**src/rtl/gpu_pkg.sv**
```systemverilog
// Shared definitions for the raycaster GPU: pixel classes, scheduler states,
// default screen geometry and small helpers used by the column scheduler.
package gpu_pkg;

  localparam int DEFAULT_SCREEN_WIDTH     = 640;
  localparam int DEFAULT_SCREEN_HEIGHT_PX = 480;
  localparam int DEFAULT_TEXTURE_SIZE     = 64;

  // Screen coordinates and distances travel on fixed-width buses.
  localparam int COORD_W = 10;
  localparam int DIST_W  = 16;

  // Pixel classification codes; 2'b11 is never produced.
  localparam logic [1:0] PIX_CEIL  = 2'b00;
  localparam logic [1:0] PIX_WALL  = 2'b01;
  localparam logic [1:0] PIX_FLOOR = 2'b10;

  // Smallest distance handed to the lookup; a zero distance would make the
  // projected wall height blow up, so it is replaced by one LSB of Q8.8.
  localparam logic [DIST_W-1:0] MIN_DISTANCE = 16'h0001;

  typedef enum logic [1:0] {
    IDLE  = 2'd0,
    FETCH = 2'd1,
    SCAN  = 2'd2,
    DRAIN = 2'd3
  } sched_state_e;

  // Wall wins over ceiling, anything that is neither is floor.
  function automatic logic [1:0] classify_pixel(input logic inside_wall,
                                                input logic above_wall);
    if (inside_wall) return PIX_WALL;
    if (above_wall)  return PIX_CEIL;
    return PIX_FLOOR;
  endfunction

  function automatic logic [DIST_W-1:0] clamp_distance(input logic [DIST_W-1:0] d);
    return (d == '0) ? MIN_DISTANCE : d;
  endfunction

endpackage

```
**src/rtl/gpu_column_scheduler.sv**
```systemverilog
// Frame sequencer for the wall renderer. Walks the screen column by column,
// fetches each column's wall distance and texture u, then sweeps screen_y
// through the external lookup and streams one classified pixel per cycle.
module gpu_column_scheduler
  import gpu_pkg::*;
#(
  parameter int SCREEN_WIDTH     = DEFAULT_SCREEN_WIDTH,
  parameter int SCREEN_HEIGHT_PX = DEFAULT_SCREEN_HEIGHT_PX,
  parameter int TEXTURE_SIZE     = DEFAULT_TEXTURE_SIZE,
  localparam int UVW             = $clog2(TEXTURE_SIZE)
) (
  input  logic               clk,
  input  logic               reset_n,
  input  logic               frame_start,
  output logic               busy,
  output logic               frame_done,
  output logic               dist_req,
  output logic [COORD_W-1:0] dist_addr,
  input  logic               dist_valid,
  input  logic [DIST_W-1:0]  dist_data,
  input  logic [UVW-1:0]     dist_uv_x,
  output logic [DIST_W-1:0]  lk_distance,
  output logic [COORD_W-1:0] lk_screen_y,
  input  logic [UVW-1:0]     lk_uv_y,
  input  logic               lk_inside_wall,
  input  logic               lk_above_wall,
  output logic               pix_valid,
  input  logic               pix_ready,
  output logic [COORD_W-1:0] pix_x,
  output logic [COORD_W-1:0] pix_y,
  output logic [1:0]         pix_class,
  output logic [UVW-1:0]     pix_uv_x,
  output logic [UVW-1:0]     pix_uv_y
);

  // Terminal counter values; both dimensions are limited to 1024 so the
  // 10-bit counters never wrap and exact compares are sufficient.
  localparam logic [COORD_W-1:0] X_LAST = COORD_W'(SCREEN_WIDTH - 1);
  localparam logic [COORD_W-1:0] Y_LAST = COORD_W'(SCREEN_HEIGHT_PX - 1);

  sched_state_e       state_q, state_d;
  logic [COORD_W-1:0] x_q, x_d;
  logic [COORD_W-1:0] y_q, y_d;
  logic               busy_q, busy_d;
  logic               frame_done_q, frame_done_d;
  logic               dist_req_q, dist_req_d;
  logic [DIST_W-1:0]  dist_q, dist_d;
  logic [UVW-1:0]     col_uv_q, col_uv_d;
  logic               pix_valid_q, pix_valid_d;
  logic [COORD_W-1:0] pix_x_q, pix_x_d;
  logic [COORD_W-1:0] pix_y_q, pix_y_d;
  logic [1:0]         pix_class_q, pix_class_d;
  logic [UVW-1:0]     pix_uv_x_q, pix_uv_x_d;
  logic [UVW-1:0]     pix_uv_y_q, pix_uv_y_d;
  logic               slot_free;

  // Output register can take a new pixel when it is empty or being drained.
  assign slot_free = !pix_valid_q || pix_ready;

  // Next-state logic for the frame walk, the column fetch and the pixel slot.
  always_comb begin
    state_d      = state_q;
    x_d          = x_q;
    y_d          = y_q;
    busy_d       = busy_q;
    frame_done_d = 1'b0;
    dist_req_d   = dist_req_q;
    dist_d       = dist_q;
    col_uv_d     = col_uv_q;
    pix_valid_d  = pix_valid_q;
    pix_x_d      = pix_x_q;
    pix_y_d      = pix_y_q;
    pix_class_d  = pix_class_q;
    pix_uv_x_d   = pix_uv_x_q;
    pix_uv_y_d   = pix_uv_y_q;

    case (state_q)
      IDLE: begin
        // busy is still high during the frame_done cycle, so a start pulse
        // arriving then is dropped and busy falls afterwards.
        if (busy_q) begin
          busy_d = 1'b0;
        end else if (frame_start) begin
          state_d    = FETCH;
          x_d        = '0;
          y_d        = '0;
          busy_d     = 1'b1;
          dist_req_d = 1'b1;
        end
      end

      FETCH: begin
        // The last pixel of the previous column may still be waiting.
        if (pix_ready) begin
          pix_valid_d = 1'b0;
        end
        if (dist_valid) begin
          dist_d     = clamp_distance(dist_data);
          col_uv_d   = dist_uv_x;
          dist_req_d = 1'b0;
          y_d        = '0;
          state_d    = SCAN;
        end
      end

      SCAN: begin
        if (slot_free) begin
          pix_valid_d = 1'b1;
          pix_x_d     = x_q;
          pix_y_d     = y_q;
          pix_class_d = classify_pixel(lk_inside_wall, lk_above_wall);
          pix_uv_x_d  = col_uv_q;
          pix_uv_y_d  = lk_uv_y;
          if (y_q == Y_LAST) begin
            if (x_q == X_LAST) begin
              state_d = DRAIN;
            end else begin
              x_d        = x_q + 10'd1;
              dist_req_d = 1'b1;
              state_d    = FETCH;
            end
          end else begin
            y_d = y_q + 10'd1;
          end
        end
      end

      DRAIN: begin
        if (slot_free) begin
          pix_valid_d  = 1'b0;
          frame_done_d = 1'b1;
          state_d      = IDLE;
        end
      end

      default: begin
        state_d = IDLE;
      end
    endcase
  end

  // State and output registers with synchronous active-low reset.
  always_ff @(posedge clk) begin
    if (!reset_n) begin
      state_q      <= IDLE;
      x_q          <= '0;
      y_q          <= '0;
      busy_q       <= 1'b0;
      frame_done_q <= 1'b0;
      dist_req_q   <= 1'b0;
      dist_q       <= '0;
      col_uv_q     <= '0;
      pix_valid_q  <= 1'b0;
      pix_x_q      <= '0;
      pix_y_q      <= '0;
      pix_class_q  <= PIX_CEIL;
      pix_uv_x_q   <= '0;
      pix_uv_y_q   <= '0;
    end else begin
      state_q      <= state_d;
      x_q          <= x_d;
      y_q          <= y_d;
      busy_q       <= busy_d;
      frame_done_q <= frame_done_d;
      dist_req_q   <= dist_req_d;
      dist_q       <= dist_d;
      col_uv_q     <= col_uv_d;
      pix_valid_q  <= pix_valid_d;
      pix_x_q      <= pix_x_d;
      pix_y_q      <= pix_y_d;
      pix_class_q  <= pix_class_d;
      pix_uv_x_q   <= pix_uv_x_d;
      pix_uv_y_q   <= pix_uv_y_d;
    end
  end

  assign busy        = busy_q;
  assign frame_done  = frame_done_q;
  assign dist_req    = dist_req_q;
  assign dist_addr   = x_q;
  assign lk_distance = dist_q;
  assign lk_screen_y = y_q;
  assign pix_valid   = pix_valid_q;
  assign pix_x       = pix_x_q;
  assign pix_y       = pix_y_q;
  assign pix_class   = pix_class_q;
  assign pix_uv_x    = pix_uv_x_q;
  assign pix_uv_y    = pix_uv_y_q;

endmodule

```
**config.mk**
```make
export PLATFORM = sky130hd
export DESIGN_NAME = gpu_column_scheduler
export DESIGN_NICKNAME = d
export VERILOG_FILES = /design/src/rtl/gpu_pkg.sv /design/src/rtl/gpu_column_scheduler.sv
export SDC_FILE = /design/constraint.sdc
export NUM_CORES = 1
export LEC_CHECK = 0
export BUFFER_PORTS_ARGS = -buffer_cell sky130_fd_sc_hd__buf_4
export CELL_PAD_IN_SITES_DETAIL_PLACEMENT = 1
export CELL_PAD_IN_SITES_GLOBAL_PLACEMENT = 1
export CORE_UTILIZATION = 40
export CTS_CLUSTER_DIAMETER = 200
export DETAILED_ROUTE_END_ITERATION = 16
export PLACE_DENSITY = 0.86
export SLEW_MARGIN = 20
export SYNTH_ARGS = -nofsm -noshare
export SYNTH_HDL_FRONTEND = slang
export SYNTH_SLANG_ARGS = --single-unit
```
**constraint.sdc**
```tcl
create_clock -name clk -period 4 [get_ports clk]
set_input_delay 0.2 -clock clk [delete_from_list [all_inputs] [get_ports clk]]
set_output_delay 0.2 -clock clk [all_outputs]
set_load 0.01 [all_outputs]
```
==> run summary <==
=====================================================================================
CTS Buffer Depth .......................................................            2
Cell depth of the worst flop-to-flop path ..............................            5
Ratio of total power to cell area ......................................  368 nW/um^2
Headroom to the max-slew limit .........................................        0.518
Average wire per standard cell .........................................      16.4 um
Total grt overflow .....................................................            0
Fin Setup TNS ..........................................................         0 ns
Path category of the worst min-delay check ............................. input port to register
Antenna violations before repair .......................................            0
Worst setup SP type ....................................................     register
Number of flops mapped to enable cells by yosys ........................            0
Mapped Area ............................................................    3550 um^2
Final slew viol count ..................................................            0
Async set-or-reset flop fraction in the synthesized netlist ............            0
Outcome ................................................................ complete, no violations
Post-CTS setup buffers .................................................            0
Top cell type by total area after synthesis ............................      dfxtp_1
Element type at the critical path end ..................................     register
Fraction of post-synthesis cell area in the top cell type by area ......        0.463
Synthesis Warnings .....................................................            0
Nets in the synthesized netlist ........................................          457
CP arrival .............................................................      2.44 ns
Latest clock arrival within the worst-skew pair ........................      0.36 ns
Global-route wire length before repair .................................     16500 um
Seq/Total Area, Yosys ..................................................        0.463
Level count of the clock H-tree ........................................            3
Number of I/O port buffers .............................................          108
Synthesized flop and latch total .......................................           82
Routed Antenna Nets ....................................................            0
CTS clk-pin slew, worst paths ..........................................      0.08 ns
Root buf cell ..........................................................     clkbuf_8
Worst Max-Slew Pin Slew ................................................     0.723 ns
Worst reg2reg path startpoint ..........................................   state_q[1]
CTS tree ...............................................................        built
Cts bufs inserted ......................................................            9
Fraction of layout cells with a size suffix above 1 ....................        0.285
Number of placed I/O pins ..............................................          109
Crit path kind ......................................................... register to register
Die Ht .................................................................      96.2 um
Post-Route WL ..........................................................     10300 um
Largest net degree at the start of global routing ......................           83
Core region area .......................................................    8380 um^2
Effective utilization at floorplan .....................................        0.423
Via/cell ratio .........................................................         5.38
CP Max Fanout ..........................................................           37
Most common flop cell mapped by yosys ..................................      dfxtp_1
Resized cells post-CTS .................................................            0
Clock sink total .......................................................           82
Via count of the routed design .........................................         3372
Number of iterations in the first detailed-routing pass ................            4
All-Layer GR Usage .....................................................        0.234
Horizontal extent of the die ...........................................      96.2 um
Min setup slack post-route .............................................      1.86 ns
Max Cap Violations .....................................................            0
Synth unique cells .....................................................           52
Number of rows in the core area ........................................           33
Final worst clock skew .................................................   0.00582 ns
Synth Instances ........................................................          420
Total die area .........................................................    9250 um^2
Required time at the endpoint of the critical path .....................      4.30 ns
Setup Viol. Count Final ................................................            0
Number of diodes .......................................................            0
Minimum setup slack after placement ....................................      1.90 ns
Gpl congestion .........................................................        0.834
Worst Hold Depth .......................................................            3
Most frequent standard cell in the layout excluding fill and tap cells .      nand2_1
Startpoint of the tightest hold check path ............................. dist_uv_x[5]
Leakage power total ....................................................   0.00186 uW
Post-route DRC violation count .........................................            0
Maximum resistive drop on vdd ..........................................     0.188 mV
Start point of the critical path .......................................   state_q[1]
Commonest cells after routing, fill and taps aside ..................... nand2_1, buf_4, dfxtp_1
Achievable frequency ...................................................      468 MHz
Worst-case register-to-register setup slack ............................      1.86 ns
Number of global-route vias before repair ..............................         3397
Number of fillers in the final layout ..................................         1050
Sum of net half-perimeters after detailed placement ....................      7290 um
Unrepaired setup endpoints after global routing ........................           no
Layout area overhead ...................................................        30.1%
Hold Violations, Final .................................................            0
Synth Area per Inst ....................................................    8.45 um^2
Number of DRC markers in iteration 0 ...................................          108
Utilization of the core after routing ..................................        0.551
Final min period .......................................................      2.14 ns
Top area cells in the synthesized netlist .............................. dfxtp_1, nand2_1, a21boi_0, a21boi_1, clkbuf_1
Layout net count .......................................................          555
Crit share post-route ..................................................        0.534
CTS Hold Buffers Added .................................................            0
=====================================================================================
-- synthesized netlist by cell type, types with 3 or more instances --
library cell	instances
nor3_1	5
clkbuf_1	16
o21ai_0	8
nor2b_1	5
nand2_1	128
nand4_1	4
and3_1	5
nand3_1	11
a31o_1	4
inv_1	4
dfxtp_1	82
o221a_2	3
a21oi_1	8
a21boi_1	8
a31oi_1	6
a21boi_0	51
nand2b_1	4
nor4_1	3
nor2_1	15
or3_1	3
buf_2	7
-- per-layer routing --
metal  vias up  wire [um]  track usage
li1       1633          -            -
met3        17        804       0.0703
met1      1624       4260        0.277
met2        98       5040        0.395
met4         0        180       0.0883
met5         -          0            0
-- sequential cells by signal, summed over array words and instances, names as in the netlist --
| name | flops |
|---|---|
| busy | 1 |
| pix_uv_y | 6 |
| state_q | 2 |
| frame_done | 1 |
| pix_uv_x | 6 |
| pix_y | 10 |
| col_uv_q | 6 |
| pix_class | 2 |
| lk_screen_y | 10 |
| lk_distance | 16 |
| pix_x | 10 |
| pix_valid | 1 |
| dist_req | 1 |
| dist_addr | 10 |
-- kinds of logic after synthesis --
group                    after synthesis  synth area share
multiplexers                           1           0.00317
flip-flops                            82             0.463
AO/OA/AOI/OAI                        106             0.223
AND/OR/NAND/NOR                      200             0.270
adder cells (fa/ha/maj)                2           0.00705
buffers and inverters                 29            0.0342
-- final timing paths --
| kind | to |
|---|---|
| max | dist_addr[8] |
| min | col_uv_q[5] |
| max reg2reg | dist_addr[8] |
| min reg2reg | lk_distance[9] |
-- stage by stage --
step           hold slack, ns  instance area [um^2]  total power (uW)  cells
2_1_floorplan           0.335                  3550               982    420
3_3_place_gp            0.442                  4410              1060    612
3_5_place_dp            0.449                  4410              1070    612
4_1_cts                0.0851                  4620              1720    627
5_1_grt                 0.101                  4620              1770    627
6_report               0.0916                  4620              1700    627
-- critical path: stages (launching register included) --
cell	delay, ns
dfxtp_1	0.51
nor2b_4	0.31
nand2_4	0.29
nor4b_4	0.65
a21boi_1	0.23
a21o_1	0.09
-- power breakdown --
| group | internal [uW] | total [uW] | switching [uW] |
|---|---|---|---|
| clock | 345 | 647 | 303 |
| combinational | 82.7 | 196 | 114 |
| sequential | 837 | 856 | 19.0 |
| total | 1260 | 1700 | 435 |
-- area by class of cell --
cell class,count,area (um^2),share of cell area
Timing Repair Buffer,111,833,0.180
Clock buffer,9,124,0.0268
Inverter,5,18.8,0.00407
Tap cell,105,131,0.0285
Sequential cell,82,1640,0.356
Clock inverter,6,82.6,0.0179
Multi-Input combinational cell,309,1790,0.387
(Power assumes the default switching activity.)
